**config.mk**
```make
export PLATFORM = sky130hd
export DESIGN_NAME = uart_tx_fifo
export DESIGN_NICKNAME = d
export VERILOG_FILES = /design/src/rtl/uart_tx_fifo.sv
export SDC_FILE = /design/constraint.sdc
export NUM_CORES = 1
export LEC_CHECK = 0
export CORE_MARGIN = 3
export CORE_UTILIZATION = 40
export DETAILED_ROUTE_END_ITERATION = 10
export DONT_BUFFER_PORTS = 1
export PLACE_DENSITY = 0.64
export SYNTH_ARGS = -nofsm -noshare
export SYNTH_HDL_FRONTEND = slang
export SYNTH_SLANG_ARGS = --single-unit
```
**constraint.sdc**
```tcl
create_clock -name clk -period 2.79 [get_ports clk]
set_clock_uncertainty 0.1 [all_clocks]
set_input_delay 0.6975 -clock clk [delete_from_list [all_inputs] [get_ports clk]]
set_output_delay 0.6975 -clock clk [all_outputs]
set_load 0.05 [all_outputs]
```
**src/rtl/uart_tx_fifo.sv**
```systemverilog
// uart_tx_fifo: byte FIFO plus transmit sequencer sitting in front of a UART core.
// Bytes are handed to the UART over the tx_start/tx_data/tx_busy handshake. The
// head byte stays in the FIFO until the UART acknowledges it by raising tx_busy.
// If the UART ignores a request, the same byte is offered again after a timeout.
module uart_tx_fifo #(
  parameter int DEPTH_LOG2  = 4,
  parameter int ACK_TIMEOUT = 4,
  parameter int GAP_CYCLES  = 0
) (
  input  logic                clk,
  input  logic                reset,
  input  logic [7:0]          wr_data,
  input  logic                wr_en,
  input  logic                flush,
  output logic                full,
  output logic                empty,
  output logic [DEPTH_LOG2:0] level,
  output logic                overflow,
  output logic [7:0]          tx_data,
  output logic                tx_start,
  input  logic                tx_busy,
  input  logic                rx_busy
);

  localparam int DEPTH   = 2 ** DEPTH_LOG2;
  localparam int LVL_W   = DEPTH_LOG2 + 1;
  localparam int CNT_MAX = (ACK_TIMEOUT > GAP_CYCLES) ? ACK_TIMEOUT : GAP_CYCLES;
  localparam int CNT_W   = $clog2(CNT_MAX + 1);

  localparam logic [DEPTH_LOG2-1:0] PTR_ONE  = DEPTH_LOG2'(1);
  localparam logic [LVL_W-1:0]      LVL_ONE  = LVL_W'(1);
  localparam logic [LVL_W-1:0]      LVL_FULL = LVL_W'(DEPTH);
  localparam logic [CNT_W-1:0]      CNT_ONE  = CNT_W'(1);
  localparam logic [CNT_W-1:0]      ACK_LAST = CNT_W'(ACK_TIMEOUT - 1);
  localparam logic [CNT_W-1:0]      GAP_LAST = (GAP_CYCLES > 0) ? CNT_W'(GAP_CYCLES - 1) : '0;

  typedef enum logic [2:0] {
    S_IDLE,
    S_START,
    S_WAIT_ACK,
    S_WAIT_DONE,
    S_GAP
  } state_e;

  state_e                state_q;
  logic [CNT_W-1:0]      cnt_q;
  logic [7:0]            tx_data_q;
  logic                  tx_start_q;

  logic [7:0]            mem [DEPTH];
  logic [DEPTH_LOG2-1:0] wr_ptr_q, wr_ptr_d;
  logic [DEPTH_LOG2-1:0] rd_ptr_q, rd_ptr_d;
  logic [LVL_W-1:0]      level_q, level_d;
  logic                  full_q, full_d;
  logic                  empty_q, empty_d;
  logic                  overflow_q, overflow_d;
  logic                  pop;
  logic                  wr_ok;

  // Next-state of the FIFO bookkeeping: pointers, level counter and flags.
  // NOTE: every signal gets a default at the top so no path leaves it unassigned (no latch).
  always_comb begin
    // The head leaves the FIFO only when the UART acknowledges; an ACK that
    // arrives after a flush finds the FIFO empty and pops nothing.
    pop        = (state_q == S_WAIT_ACK) && tx_busy && !empty_q;
    wr_ok      = wr_en && !flush && (!full_q || pop);
    overflow_d = wr_en && !flush && full_q && !pop;
    wr_ptr_d   = wr_ptr_q;
    rd_ptr_d   = rd_ptr_q;
    level_d    = level_q;
    if (flush) begin
      wr_ptr_d = '0;
      rd_ptr_d = '0;
      level_d  = '0;
    end else begin
      if (wr_ok) wr_ptr_d = wr_ptr_q + PTR_ONE;
      if (pop)   rd_ptr_d = rd_ptr_q + PTR_ONE;
      if (wr_ok && !pop)      level_d = level_q + LVL_ONE;
      else if (pop && !wr_ok) level_d = level_q - LVL_ONE;
    end
    full_d  = (level_d == LVL_FULL);
    empty_d = (level_d == '0);
  end

  // FIFO state registers; flags are registered from the next level.
  // NOTE: sequential state uses non-blocking (<=) so all flops update together at the edge.
  always_ff @(posedge clk or negedge reset) begin
    if (!reset) begin
      wr_ptr_q   <= '0;
      rd_ptr_q   <= '0;
      level_q    <= '0;
      full_q     <= 1'b0;
      empty_q    <= 1'b1;
      overflow_q <= 1'b0;
    end else begin
      wr_ptr_q   <= wr_ptr_d;
      rd_ptr_q   <= rd_ptr_d;
      level_q    <= level_d;
      full_q     <= full_d;
      empty_q    <= empty_d;
      overflow_q <= overflow_d;
    end
  end

  // Byte storage.
  // NOTE: the array has no reset; contents are only read behind a valid level, so it maps to plain RAM.
  always_ff @(posedge clk) begin
    if (wr_ok) mem[wr_ptr_q] <= wr_data;
  end

  // Transmit sequencer: issue, wait for acknowledge or time out, wait for frame end.
  always_ff @(posedge clk or negedge reset) begin
    if (!reset) begin
      state_q    <= S_IDLE;
      cnt_q      <= '0;
      tx_data_q  <= 8'h00;
      tx_start_q <= 1'b0;
    end else begin
      tx_start_q <= 1'b0;
      unique case (state_q)
        S_IDLE: begin
          if (!empty_q && !rx_busy && !tx_busy) state_q <= S_START;
        end
        S_START: begin
          // Re-check the launch conditions so a flush or a late busy cannot
          // produce a request with stale data or on top of a busy UART.
          if (empty_q || rx_busy || tx_busy) begin
            state_q <= S_IDLE;
          end else begin
            tx_data_q  <= mem[rd_ptr_q];
            tx_start_q <= 1'b1;
            cnt_q      <= '0;
            state_q    <= S_WAIT_ACK;
          end
        end
        S_WAIT_ACK: begin
          if (tx_busy) begin
            state_q <= S_WAIT_DONE;
          end else if (cnt_q == ACK_LAST) begin
            state_q <= S_IDLE;
          end else begin
            cnt_q <= cnt_q + CNT_ONE;
          end
        end
        S_WAIT_DONE: begin
          if (!tx_busy) begin
            if (GAP_CYCLES > 0) begin
              cnt_q   <= '0;
              state_q <= S_GAP;
            end else begin
              state_q <= S_IDLE;
            end
          end
        end
        S_GAP: begin
          if (cnt_q == GAP_LAST) state_q <= S_IDLE;
          else                   cnt_q   <= cnt_q + CNT_ONE;
        end
        default: state_q <= S_IDLE;
      endcase
    end
  end

  assign full     = full_q;
  assign empty    = empty_q;
  assign level    = level_q;
  assign overflow = overflow_q;
  assign tx_data  = tx_data_q;
  assign tx_start = tx_start_q;

endmodule

```
==> impl_results.rst <==
.. list-table::
   :header-rows: 1

   * - Metric
     - Value
   * - Post-Syn Instances
     - 356
   * - Max-Cap Viols
     - 0
   * - Number of buffers added by the clock tree synthesis step
     - 17
   * - Fmax achieved
     - 433 MHz
   * - Number of placed I/O pins
     - 31
   * - Normalized max-slew margin
     - 57.2%
   * - Pre-Repair DR Iteration Count
     - 4
   * - Vias after detailed routing
     - 3,191
   * - Setup Viol. Count Final
     - 0
   * - Post-CTS clock slew at the launch and capture registers of the worst setup and hold paths
     - 0.06 ns
   * - Maximum ir drop on the vdd rail
     - 0.460 mV
   * - Final instance area
     - 7420 um2
   * - Final nets
     - 398
   * - Final routed DRC violation total
     - 0
   * - Floorplan die width
     - 133 um
   * - Wire length per cell
     - 21.4 um
   * - Number of nets produced by synthesis
     - 379
   * - Crit path max fanout
     - 12
   * - Initial Util
     - 41.7%
   * - Nature of the critical path startpoint
     - flop
   * - Signal arrival time at the worst endpoint
     - 2.52 ns
   * - Result of the run
     - complete, no violations
   * - Number of sinks on the clock net
     - 158
   * - Pin count of the biggest net entering global routing
     - 36
   * - Synth area leaders
     - edfxtp_1 (59%), dfrtp_1 (11%), mux4_2 (11%)
   * - Area leader, netlist
     - edfxtp_1
   * - Ant. Diodes
     - 0
   * - Share of the core filled with cells
     - 47.8%
   * - Floorplan die area
     - 17,800 um2
   * - Number of max-slew violations in the final report
     - 0
   * - Number of synthesized flops with an enable pin
     - 128
   * - Total Negative Setup Slacks
     - 0 ns
   * - Insertion delay to the later sink of the worst-skew pair
     - 0.42 ns
   * - Switching pwr
     - 1.36 mW
   * - Number of H-tree branching levels
     - 4
   * - WL final
     - 12.8 mm
   * - Deepest clock path buffer count
     - 2
   * - Area added between synthesis and finish
     - 14.5%
   * - Worst Path Required
     - 3.00 ns
   * - Share of the clock period used by the worst path
     - 82.8%
   * - Endpoint kind of the worst setup timing path
     - flop
   * - Vias/cell
     - 5.33
   * - Setup fix buffers added after clock tree synthesis
     - 0
   * - Remaining global-route overflow
     - 0
   * - Number of placement rows
     - 45
   * - Port Buffers
     - 0
   * - Share of async-settable or async-resettable flops after synthesis
     - 19.0%
   * - Total power density per cell area
     - 755 nW/um2
   * - Combined global-route utilization of all metal layers
     - 15.5%
   * - Via count of the first global-routing pass
     - 3,332
   * - Post-route worst hold slack
     - 0.239 ns
   * - Post-route setup slack
     - 0.481 ns
   * - Core footprint
     - 15,500 um2
   * - Flip-flop and latch count after synthesis
     - 158
   * - Post-synthesis instance area
     - 6480 um2
   * - Unrepaired setup endpoints after global routing
     - false
   * - Part of the total power dissipated in combinational logic
     - 6.3%
   * - TritonCTS clock tree
     - done
   * - Hold Vio Cnt, Final
     - 0
   * - Register share of total power
     - 52.5%
   * - Number of warnings printed during yosys synthesis
     - 0
   * - Clock share of power
     - 41.2%
   * - Root cell of the clock tree
     - clkbuf_16
   * - Routability congestion estimate from global placement
     - 0.778
   * - Post-synth top flop
     - edfxtp_1
   * - Number of library cell types mapped by synthesis
     - 49
   * - Share of the synthesized area in the top cell type
     - 59.3%
   * - Remaining number of nets flagged by the antenna check after routing
     - 0
   * - Switching Fraction
     - 24.4%
   * - Worst slack at placement
     - 0.407 ns
   * - Fraction of layout cells with a size suffix above 1
     - 23.7%
   * - Vertical die dimension
     - 133 um
   * - Slew at the pin with the worst max-slew slack
     - 0.641 ns
   * - Type of the worst setup path
     - reg2reg
   * - Leakage Power
     - 2.57 nW
   * - First-pass GRT wire length
     - 20.1 mm
   * - HPWL after detailed placement
     - 8.32 mm
   * - Internal Power
     - 4.24 mW
   * - Post-synthesis area per instance
     - 18.2 um2
   * - Register-to-Register Setup Slack
     - 0.48 ns
   * - Min Tclk post-route
     - 2.31 ns
   * - Post-Place Cell Area
     - 6800 um2
   * - Initial drt markers
     - 248
   * - Hold/Removal Path Class
     - in2reg
   * - Proportion of synthesized chip area in sequential cells
     - 70.9%
   * - Initial antenna violation count
     - 0
-- placed cells by master (no fill, tap or decap), types with 4 or more instances in the layout --
cell type / synthesis / final
ha_1: 9 / 9
o22ai_1: 8 / 8
dfrtp_1: 29 / 28
nor3_1: 4 / 4
mux4_2: 32 / 32
a21o_1: 8 / 8
and2_1: 6 / 6
nand2_1: 17 / 17
nor2_1: 17 / 17
and4_1: 4 / 4
xor2_1: 5 / 5
edfxtp_1: 128 / 128
inv_1: 8 / 8
buf_4: 2 / 13
mux2i_1: 19 / 19
clkbuf_16: 0 / 17
-- power groups by stage --
stage	combinational (mW)	clock, mW	sequential, mW
3_3_place_gp	0.326	0	2.98
5_1_grt	0.394	2.45	2.96
2_1_floorplan	0.272	0	2.96
4_1_cts	0.360	2.36	2.94
3_5_place_dp	0.345	0	2.99
6_report	0.352	2.31	2.94
-- critical path, stage by stage, from the launching register on --
cell,delay [ns]
dfrtp_2,0.64
buf_4,0.26
mux4_2,0.51
mux2i_1,0.37
o22ai_1,0.15
a21o_1,0.17
-- state kept, by name (all words and copies together) (netlist names) --
register	count
full	1
rd_ptr_q	4
mem	128
cnt_q	3
wr_ptr_q	4
overflow	1
state_q	2
level	5
empty	1
tx_start	1
tx_data	8
-- synthesized netlist by cell type, types with 3 or more instances --
| cell type | n |
|---|---|
| clkbuf_1 | 5 |
| and3_1 | 3 |
| and2_1 | 6 |
| dfrtp_1 | 29 |
| and4_1 | 4 |
| mux4_2 | 32 |
| nand2b_1 | 3 |
| edfxtp_1 | 128 |
| nor2_1 | 17 |
| nor2b_1 | 3 |
| inv_1 | 8 |
| nand2_1 | 17 |
| nor3_1 | 4 |
| buf_2 | 7 |
| ha_1 | 9 |
| o31ai_1 | 3 |
| xor2_1 | 5 |
| xnor2_1 | 3 |
| a21o_1 | 8 |
| o22ai_1 | 8 |
| mux2i_1 | 19 |
-- worst paths after layout --
path	startpoint	to	depth (start not counted)
worst min register to register	cnt_q[1]	cnt_q[1]	2
worst max register to register	rd_ptr_q[0]	tx_data[3]	5
worst max-delay path	rd_ptr_q[0]	tx_data[3]	5
max in group asynchronous	reset	rd_ptr_q[0]	2
min in group asynchronous	reset	empty	1
worst min-delay path	flush	level[2]	1
-- area by class of cell --
class | count | area (um2)
flip-flops and latches | 158 | 4600
clock buffers | 17 | 425
well taps | 211 | 264
repair buffers | 17 | 168
clock inverters | 15 | 168
multi-input cells | 172 | 1770
fillers | 1317 | 8120
inverters | 9 | 33.8
-- repair_timing --
item                                   CTS  global route
hold buffers                             2             0
endpoints found under the hold margin   29             0
gates resized for setup                  0             0
-- cells by family (layout without fill, tap and decap cells) --
| group | count (synthesis) | after routing | synth area share, % |
|---|---|---|---|
| muxes | 52 | 52 | 14.3 |
| DFF | 158 | 158 | 70.9 |
| adders and majority gates | 9 | 9 | 1.74 |
| xor gates and xnor gates | 8 | 8 | 1.08 |
| buffers and inverters | 26 | 58 | 1.87 |
| AOI/OAI and AO/OA | 28 | 28 | 2.97 |
| and+or+nand+nor | 75 | 75 | 7.20 |
-- metal layers --
metal	wire length, um	GRT usage (%)	part of all wire [%]	vias to the layer above
li1	-	-	-	1442
met1	5690	20.9	44	1669
met2	6190	23.1	48	66
met3	691	4.83	5.4	14
met4	259	7.54	2.0	0
met5	0	0	0	-
-- per-stage QoR --
| stage | std cells | power (mW) |
|---|---|---|
| 4_1_cts | 599 | 5.66 |
| 5_1_grt | 599 | 5.80 |
| 6_report | 599 | 5.60 |
| 2_1_floorplan | 356 | 3.23 |
| 3_5_place_dp | 565 | 3.34 |
| 3_3_place_gp | 565 | 3.31 |
No activity file was read; power rests on OpenSTA's default activity.
